### config.mk
export PLATFORM = sky130hd
export DESIGN_NAME = mem_arbiter
export DESIGN_NICKNAME = d
export VERILOG_FILES = /design/src/rtl/mem_arbiter_pkg.sv /design/src/rtl/mem_arbiter.sv
export SDC_FILE = /design/constraint.sdc
export NUM_CORES = 1
export LEC_CHECK = 0
export ABC_CLOCK_PERIOD_IN_PS = 5100
export CORE_UTILIZATION = 55
export DETAILED_ROUTE_END_ITERATION = 10
export PLACE_DENSITY = 0.95
export SYNTH_ARGS = -nofsm -noshare
export SYNTH_HDL_FRONTEND = slang
export SYNTH_SLANG_ARGS = --single-unit
### constraint.sdc
create_clock -name clk_in -period 5.1 [get_ports clk_in]
set_input_delay 1.02 -clock clk_in [delete_from_list [all_inputs] [get_ports clk_in]]
set_output_delay 1.02 -clock clk_in [all_outputs]
set_load 0.02 [all_outputs]
### src/rtl/mem_arbiter_pkg.sv
// mem_arbiter shared types: FSM states, owner codes, length codes.
package mem_arbiter_pkg;

  localparam int ARB_ADDR_W = 32;
  localparam int ARB_DATA_W = 32;

  typedef enum logic [1:0] {
    ST_IDLE = 2'd0,
    ST_XFER = 2'd1,
    ST_DONE = 2'd2
  } state_e;

  typedef enum logic {
    OWN_IF  = 1'b0,
    OWN_MEM = 1'b1
  } owner_e;

  localparam logic [2:0] LEN_B = 3'd1;
  localparam logic [2:0] LEN_H = 3'd2;
  localparam logic [2:0] LEN_W = 3'd4;

  // Unsupported length codes fall back to a full word.
  function automatic logic [2:0] len_decode(
    input logic [2:0] code
  );
    logic [2:0] n;
    unique case (1'b1)
      (code == LEN_B): n = LEN_B;
      (code == LEN_H): n = LEN_H;
      default:         n = LEN_W;
    endcase
    return n;
  endfunction

endpackage

### src/rtl/mem_arbiter.sv
// Byte-serial arbiter for the shared IF/MEM memory port.
// Define MEM_ARB_FAIR_EN to alternate grants on simultaneous requests.
module mem_arbiter
  import mem_arbiter_pkg::*;
#(
  parameter int ADDR_W = ARB_ADDR_W,
  parameter int DATA_W = ARB_DATA_W
) (
  input  logic              clk_in,
  input  logic              rst_in,
  input  logic              if_req_in,
  input  logic [ADDR_W-1:0] if_addr_in,
  output logic [DATA_W-1:0] if_data_out,
  output logic              if_done_out,
  input  logic              mem_req_in,
  input  logic              mem_we_in,
  input  logic [2:0]        mem_len_in,
  input  logic [ADDR_W-1:0] mem_addr_in,
  input  logic [DATA_W-1:0] mem_wdata_in,
  output logic [DATA_W-1:0] mem_rdata_out,
  output logic              mem_done_out,
  output logic [ADDR_W-1:0] ram_addr_out,
  output logic              ram_wr_out,
  output logic [7:0]        ram_data_out,
  input  logic [7:0]        ram_data_in,
  output logic              stall_req_if_out,
  output logic              stall_req_mem_out
);

  state_e            state_q, state_d;
  owner_e            owner_q, owner_d;
  logic [ADDR_W-1:0] base_q, base_d;
  logic [2:0]        n_q, n_d;
  logic              we_q, we_d;
  logic [DATA_W-1:0] wdata_q, wdata_d;
  logic [2:0]        k_q, k_d;
  logic [DATA_W-1:0] buf_q, buf_d;
  logic [ADDR_W-1:0] addr_q, addr_d;
  logic              wr_q, wr_d;
  logic [7:0]        wbyte_q, wbyte_d;
  logic [DATA_W-1:0] if_data_q, if_data_d;
  logic              if_done_q, if_done_d;
  logic [DATA_W-1:0] mem_rdata_q, mem_rdata_d;
  logic              mem_done_q, mem_done_d;

  logic              grant_mem;
  logic              any_req;
  logic [2:0]        k_nx;
  logic [ADDR_W-1:0] req_addr;
  logic [7:0]        wd_byte;
  logic [DATA_W-1:0] lane_in;

`ifdef MEM_ARB_FAIR_EN
  owner_e last_q, last_d;

  assign grant_mem = mem_req_in &
                     (~if_req_in | (last_q == OWN_IF));

  always_comb begin
    last_d = last_q;
    if (state_q == ST_IDLE && any_req) begin
      last_d = grant_mem ? OWN_MEM : OWN_IF;
    end
  end

  always_ff @(posedge clk_in or negedge rst_in) begin
    if (!rst_in) last_q <= OWN_IF;
    else         last_q <= last_d;
  end
`else
  assign grant_mem = mem_req_in;
`endif

  assign any_req  = mem_req_in | if_req_in;
  assign k_nx     = k_q + 3'd1;
  assign req_addr = grant_mem ? mem_addr_in : if_addr_in;
  assign wd_byte  = 8'(wdata_q >> {k_nx, 3'b000});
  // Byte returned now belongs to the address issued last cycle.
  assign lane_in  = DATA_W'(ram_data_in) << {k_q - 3'd1, 3'b000};

  always_comb begin
    state_d     = state_q;
    owner_d     = owner_q;
    base_d      = base_q;
    n_d         = n_q;
    we_d        = we_q;
    wdata_d     = wdata_q;
    k_d         = k_q;
    buf_d       = buf_q;
    addr_d      = addr_q;
    wr_d        = 1'b0;
    wbyte_d     = wbyte_q;
    if_data_d   = if_data_q;
    if_done_d   = 1'b0;
    mem_rdata_d = mem_rdata_q;
    mem_done_d  = 1'b0;
    unique case (state_q)
      ST_IDLE: begin
        if (any_req) begin
          state_d = ST_XFER;
          owner_d = grant_mem ? OWN_MEM : OWN_IF;
          base_d  = req_addr;
          n_d     = grant_mem ? len_decode(mem_len_in)
                              : LEN_W;
          we_d    = grant_mem & mem_we_in;
          wdata_d = mem_wdata_in;
          k_d     = '0;
          buf_d   = '0;
          addr_d  = req_addr;
          wr_d    = grant_mem & mem_we_in;
          wbyte_d = mem_wdata_in[7:0];
        end
      end
      ST_XFER: begin
        if (owner_q == OWN_IF && !if_req_in) begin
          state_d = ST_IDLE;
        end else if (we_q) begin
          if (k_nx < n_q) begin
            addr_d  = base_q + ADDR_W'(k_nx);
            wr_d    = 1'b1;
            wbyte_d = wd_byte;
            k_d     = k_nx;
          end else begin
            state_d    = ST_DONE;
            mem_done_d = 1'b1;
          end
        end else begin
          if (k_q != 3'd0) buf_d = buf_q | lane_in;
          if (k_nx < n_q) begin
            addr_d = base_q + ADDR_W'(k_nx);
          end
          if (k_q == n_q) begin
            state_d = ST_DONE;
            if (owner_q == OWN_IF) begin
              if_done_d = 1'b1;
              if_data_d = buf_d;
            end else begin
              mem_done_d  = 1'b1;
              mem_rdata_d = buf_d;
            end
          end else begin
            k_d = k_nx;
          end
        end
      end
      ST_DONE: state_d = ST_IDLE;
      default: state_d = ST_IDLE;
    endcase
  end

  always_ff @(posedge clk_in or negedge rst_in) begin
    if (!rst_in) begin
      state_q     <= ST_IDLE;
      owner_q     <= OWN_IF;
      base_q      <= '0;
      n_q         <= '0;
      we_q        <= 1'b0;
      wdata_q     <= '0;
      k_q         <= '0;
      buf_q       <= '0;
      addr_q      <= '0;
      wr_q        <= 1'b0;
      wbyte_q     <= '0;
      if_data_q   <= '0;
      if_done_q   <= 1'b0;
      mem_rdata_q <= '0;
      mem_done_q  <= 1'b0;
    end else begin
      state_q     <= state_d;
      owner_q     <= owner_d;
      base_q      <= base_d;
      n_q         <= n_d;
      we_q        <= we_d;
      wdata_q     <= wdata_d;
      k_q         <= k_d;
      buf_q       <= buf_d;
      addr_q      <= addr_d;
      wr_q        <= wr_d;
      wbyte_q     <= wbyte_d;
      if_data_q   <= if_data_d;
      if_done_q   <= if_done_d;
      mem_rdata_q <= mem_rdata_d;
      mem_done_q  <= mem_done_d;
    end
  end

  assign if_data_out       = if_data_q;
  assign if_done_out       = if_done_q;
  assign mem_rdata_out     = mem_rdata_q;
  assign mem_done_out      = mem_done_q;
  assign ram_addr_out      = addr_q;
  assign ram_wr_out        = wr_q;
  assign ram_data_out      = wbyte_q;
  assign stall_req_if_out  = if_req_in & ~if_done_q;
  assign stall_req_mem_out = mem_req_in & ~mem_done_q;

endmodule
Word-level counts from Yosys, hierarchy flattened. Cells that the tools add are included.

Register bits after elaboration: 213. Bits in latches: 0. RAM bits: 0. ROM bits: 0. Word-level logic and storage cells: 103. Memories kept: 0.

Add/subtract/negate cells: 3. Multipliers: 0. Div/mod/pow operators: 0. $lt $le $gt $ge: 1. Equal/unequal tests: 13. Shifts and indexed selects: 2. Mux-type cells: 46. Bitwise gates (word level): 10. Reduce and logical (&&, ||, !) cells: 13.

Operators by type and width (count): $mux 32 (8); $pmux 32 s2 (2); $add 32x3->32 (1); $mux 8 (4); $or 32x32->32 (1); $shl 8x6->32 (1); $shr 32x6->8 (1); $reduce_and 5->1 (4); $mux 3 (6); $mux 1 (16); $pmux 8 s2 (1); $pmux 3 s2 (2); $mux 2 (5); $ne 2x2->1 const B (5); $ne 4x4->1 const B (2); $reduce_and 4->1 (2); $ne 3x3->1 const B (2); $not 1->1 (5); $pmux 2 s2 (1); $add 3x1->3 const B (1); $and 1x1->1 (3); $eq 3x1->1 const B (1); $eq 3x2->1 const B (1); $eq 3x3->1 (1); 12 further kinds (12).

Logic depth before layout (Yosys ltp).
Word-level depth: 7. Mapped depth: 12.

Least setup slack after synthesis. Ideal clock, no wire load.

Kind: register to register. Start: register k_q[0]. End: register wbyte_q[0] (netlist: ram_data_out[0]). Setup time: 0.125 ns. Data arrival time: 2.913 ns. Required time: 4.975 ns. Path slack: 2.062 ns. Stages on the path, launching flop included: 11. Cells stage by stage: dfrtp_1 > buf_2 > buf_2 > inv_1 > ha_1 > ha_1 > nor2b_1 > o21ai_0 > nand3_1 > a21oi_2 > mux2_2.

Cells in the longest elaborated chain, start to end: 6. Elaborated cells between the ends (all ways): 9. Those cells by class: add/sub (1); order compare (1); eq/ne (1); shift (1); mux (4); reduce/logical (1).

Ends and longest elaborated chain: start: declaration (RTL line mem_arbiter.sv:36) `logic [2:0] k_q, k_d;`; start signal: assignment (RTL line mem_arbiter.sv:175) `k_q <= k_d;`; $add 3x1->3 (*) (RTL line mem_arbiter.sv:75) `assign k_nx = k_q + 3'd1;`; $shr 32x6->8 (RTL line mem_arbiter.sv:77) `assign wd_byte = 8'(wdata_q >> {k_nx, 3'b000});`; $mux 8 (RTL line mem_arbiter.sv:118) `if (k_nx < n_q) begin`; $mux 8 (RTL line mem_arbiter.sv:117) `end else if (we_q) begin`; $mux 8 (RTL line mem_arbiter.sv:115) `if (owner_q == OWN_IF && !if_req_in) begin`; $pmux 8 s2 (RTL line mem_arbiter.sv:97) `unique case (state_q)`; end signal: assignment (RTL line mem_arbiter.sv:179) `wbyte_q <= wbyte_d;`; end: declaration (RTL line mem_arbiter.sv:40) `logic [7:0] wbyte_q, wbyte_d;`.

Every way passes the cells marked *; elsewhere a longest branch is shown, timed or not. The select of a mux whose other input is x is not followed. A chain may end at the register's enable or synchronous reset.

Worst setup path after layout.
Start: register k_q[0]. End: register addr_q[25] (netlist: ram_addr_out[25]).

Cells in the longest elaborated chain, start to end: 5. Elaborated cells between the ends (all ways): 8. Those cells by class: add/sub (2); order compare (1); eq/ne (1); mux (3); reduce/logical (1).

Ends and longest elaborated chain: $add 3x1->3 (*) (RTL line mem_arbiter.sv:75); $add 32x3->32 (RTL line mem_arbiter.sv:119, mem_arbiter.sv:130); $mux 32 (RTL line mem_arbiter.sv:118, mem_arbiter.sv:129); $mux 32 (RTL line mem_arbiter.sv:115); $pmux 32 s2 (RTL line mem_arbiter.sv:97); end signal: assignment (RTL line mem_arbiter.sv:177) `addr_q <= addr_d;`; end: declaration (RTL line mem_arbiter.sv:38) `logic [ADDR_W-1:0] addr_q, addr_d;`.

Marked as above.

==> metrics.md <==
| Metric | Value |
|---|---|
| Status | `complete, no violations` |
| Critical Path AT | `4.40 ns` |
| EDFF count, synth | `0` |
| Pwr dens | `673 nW/um2` |
| DRT iter0 DRCs | `672` |
| Gr usage total | `0.297` |
| Simple-Gate Fraction of Synth Area | `0.162` |
| Fmax | `250 MHz` |
| Total core area | `17400 um2` |
| Clock Tree Buf Depth | `3` |
| Die Ht | `136 um` |
| Seq/Total Area, Yosys | `0.542` |
| Sw Pwr | `3550 uW` |
| Post-Synth XOR/XNOR Area | `0.0285` |
| Final Power | `8630 uW` |
| Starting Density | `0.567` |
| Unrepaired setup endpoints after global routing | `no` |
| Clk sinks | `213` |
| Post-synth ARST share | `1.00` |
| Fin. max-slew vios | `0` |
| Mean number of vias per cell | `5.87` |
| # hold bufs at CTS | `0` |
| Via count | `8420` |
| Final TNS setup | `0 ns` |
| Clk root buf | `clkbuf_16` |
| Yosys warnings | `0` |
| Post-Synthesis Cells | `1004` |
| Switch share | `0.411` |
| Least-Margin Pin Slew | `1.14 ns` |
| Final worst path period need | `4.00 ns` |
| CP Data Required Time | `5.49 ns` |
| Post-synth top flop | `dfrtp_1` |
| Type of origin of the critical path | `register` |
| Final Instance Area | `12800 um2` |
| Die footprint | `18400 um2` |
| Largest net degree at the start of global routing | `109` |
| GR peak layer | `met2` |
| Placed cells | `1398` |
| Lkg Pwr | `0.00567 uW` |
| R2r setup slk | `1.10 ns` |
| Synth cell types | `54` |
| Global-route wire length before repair | `43100 um` |
| Endpoints failing hold | `0` |
| Layout cell share with drive strength beyond 1 | `0.0828` |
| Routability cong. | `0.859` |
| Initial antenna violation count | `2` |
| I/O Pins | `221` |
| Finished Core Util | `0.739` |
| Syn nets | `1126` |
| Area of placed instances | `12100 um2` |
| Max_slew headroom | `0.240` |
| P&R area growth vs syn | `30.5%` |
| VDD IR max | `411 uV` |
| Worst hold path class | `reg2reg` |
| Final Non-Filler Cells | `1435` |
| Mean Syn Cell Area | `9.80 um2` |
| Post-Synth Adder-Cell Area | `0.0135` |
| Flop pwr share | `0.344` |
| CP max stage cell | `nor4_1` |
| Final HPWL DP | `17700 um` |
| Wire length per cell | `18.3 um` |
| Detailed Routing Iterations Pass 1 | `5` |
| FP Rows | `48` |
| Int Power | `5090 uW` |
| Critical Path Max Stage Delay | `0.82 ns` |
| CTS clk-pin slew, worst paths | `0.06 ns` |
| Mux cell area share after synthesis | `0.0611` |
| # DRC | `0` |
| Largest family of logic cells by synthesized area | `simple AND/OR/NAND/NOR gates` |
| Final Skew | `0.00775 ns` |
| Setup Buffers After CTS | `0` |
| Num CTS Buffers | `22` |
| Seq cells post-synth | `213` |
| GRT overflow | `0` |
| CP dominant cell by count | `ha_1` |
| Met1 Resource Use GR | `0.370` |
| Die X | `136 um` |
| Post-Route WL | `26200 um` |
| Crit path cell chain | `buf_4 > ha_1 > xnor2_1 > inv_1 > ha_1 > o211ai_1 > nor4_1 > nand3_1 > xor2_1 > o21ai_0` |
| Setup CP Type | `reg2reg` |
| Max H-tree Level | `1` |
| Worst-Skew Late Latency | `0.50 ns` |
| Antenna-violating nets left | `0` |
| CTS tree | `done` |
| Resized Gates After CTS | `0` |
| Combinational power share | `0.471` |
| Vias in the first global route | `8561` |
| Max Cap Violations | `0` |
| Final period util | `0.785` |
| Setup Viol. Count Final | `0` |
| Clock group share of total power | `0.186` |
| Post-synthesis cell area | `9840 um2` |
| CP Capture Type | `register` |
| M2 GR Usage | `0.514` |
| Critical path peak fanout | `12` |
| Synth Area in Compound Gates | `0.157` |
| Port bufs | `220` |
| Nets@finish | `1319` |
| GRT met3 Usage | `0.0415` |
[layout by cell type (no fill, tap or decap), drive strengths merged, types with 9 or more instances in the layout]
cell type      netlist  final
nand2              208    208
ha                   9      9
mux2i               33     33
clkdlybuf4s50        0    218
a21oi              117    117
buf                 26     10
nor3                 9      9
dfrtp              213    213
clkbuf              34     33
xor2                24     24
nand4                9      9
a21o                11     11
nor2                91     91
a31oi                9      9
inv                 13     13
o21ai               84     84
o21a                10     10
nand3               25     25
[power by group through the flow]
stage                     Clock (uW)  Sequential [uW]  Combinational, uW
final                           1600             2970               4060
after global routing            1690             3050               4420
after CTS                       1620             2950               4060
after detailed placement           0             2950               4010
after global placement             0             2920               3830
after floorplan                    0             3280               2130
[synthesized netlist by cell type (13+ instances only)]
master | n | share of area
o21ai_2 | 28 | 0.025
dfrtp_1 | 213 | 0.54
clkbuf_1 | 26 | 0.0099
a21oi_1 | 116 | 0.059
nand3_1 | 25 | 0.013
nor2_1 | 91 | 0.035
inv_1 | 13 | 0.0050
o21ai_0 | 50 | 0.025
buf_2 | 14 | 0.0071
nand2_1 | 208 | 0.079
xor2_1 | 24 | 0.021
mux2i_1 | 33 | 0.034
[per-stage QoR]
step                hold slack, ns  worst slack [ns]
floorplan                    0.440              2.06
global placement             0.454              1.55
detailed placement           0.460              1.37
CTS                          0.480              1.25
global route                 0.495              1.01
finish                       0.479              1.10
[cells by family (layout without fill, tap and decap cells)]
group | count (synthesis) | after routing
AOI/OAI and AO/OA | 255 | 255
xor gates and xnor gates | 32 | 32
adders and majority gates | 10 | 10
buffers and inverters | 73 | 277
DFF | 213 | 213
muxes | 49 | 49
other | 0 | 2
and+or+nand+nor | 372 | 372
[flip-flops by register name, indices dropped and copies added (netlist names), 2 cells and up]
| register | cells |
|---|---|
| base_q | 32 |
| buf_q | 32 |
| if_data_out | 32 |
| k_q | 3 |
| mem_rdata_out | 32 |
| n_q | 3 |
| ram_addr_out | 32 |
| ram_data_out | 8 |
| state_q | 2 |
| wdata_q | 32 |
[layout make-up]
type                    instances  area (um2)
clock buffers                  32         649
repair buffers                229        2280
clock inverters                 3        65.1
multi-input cells             718        4170
well taps                     225         282
flip-flops and latches        213        5330
inverters                      13        48.8
diodes                          2        5.00
fillers                      1159        4520
[worst max-delay path, delay by kind of cell (launching register included)]
kind,cells,cell delay (ns)
and+or+nand+nor,2,1.05
AOI/OAI and AO/OA,2,0.42
DFF,1,0.44
buffers and inverters,2,0.42
xor gates and xnor gates,2,0.93
adders and majority gates,2,0.64
[worst paths after layout]
path	startpoint	to	depth (start not counted)
min	base_q[29]	base_q[29]	1
max in group asynchronous	rst_in	ram_data_out[6]	2
max reg2reg	k_q[0]	ram_addr_out[25]	10
min in group asynchronous	rst_in	if_data_out[24]	1
min reg2reg	base_q[29]	base_q[29]	1
max	k_q[0]	ram_addr_out[25]	10
[layer usage]
metal / routed length (um) / vias to the layer above / share of wire
met5: 0 / - / 0
met4: 984 / 0 / 0.038
met3: 1670 / 80 / 0.064
met2: 13400 / 389 / 0.51
met1: 10200 / 4106 / 0.39
li1: - / 3845 / -
(Power assumes the default switching activity.)
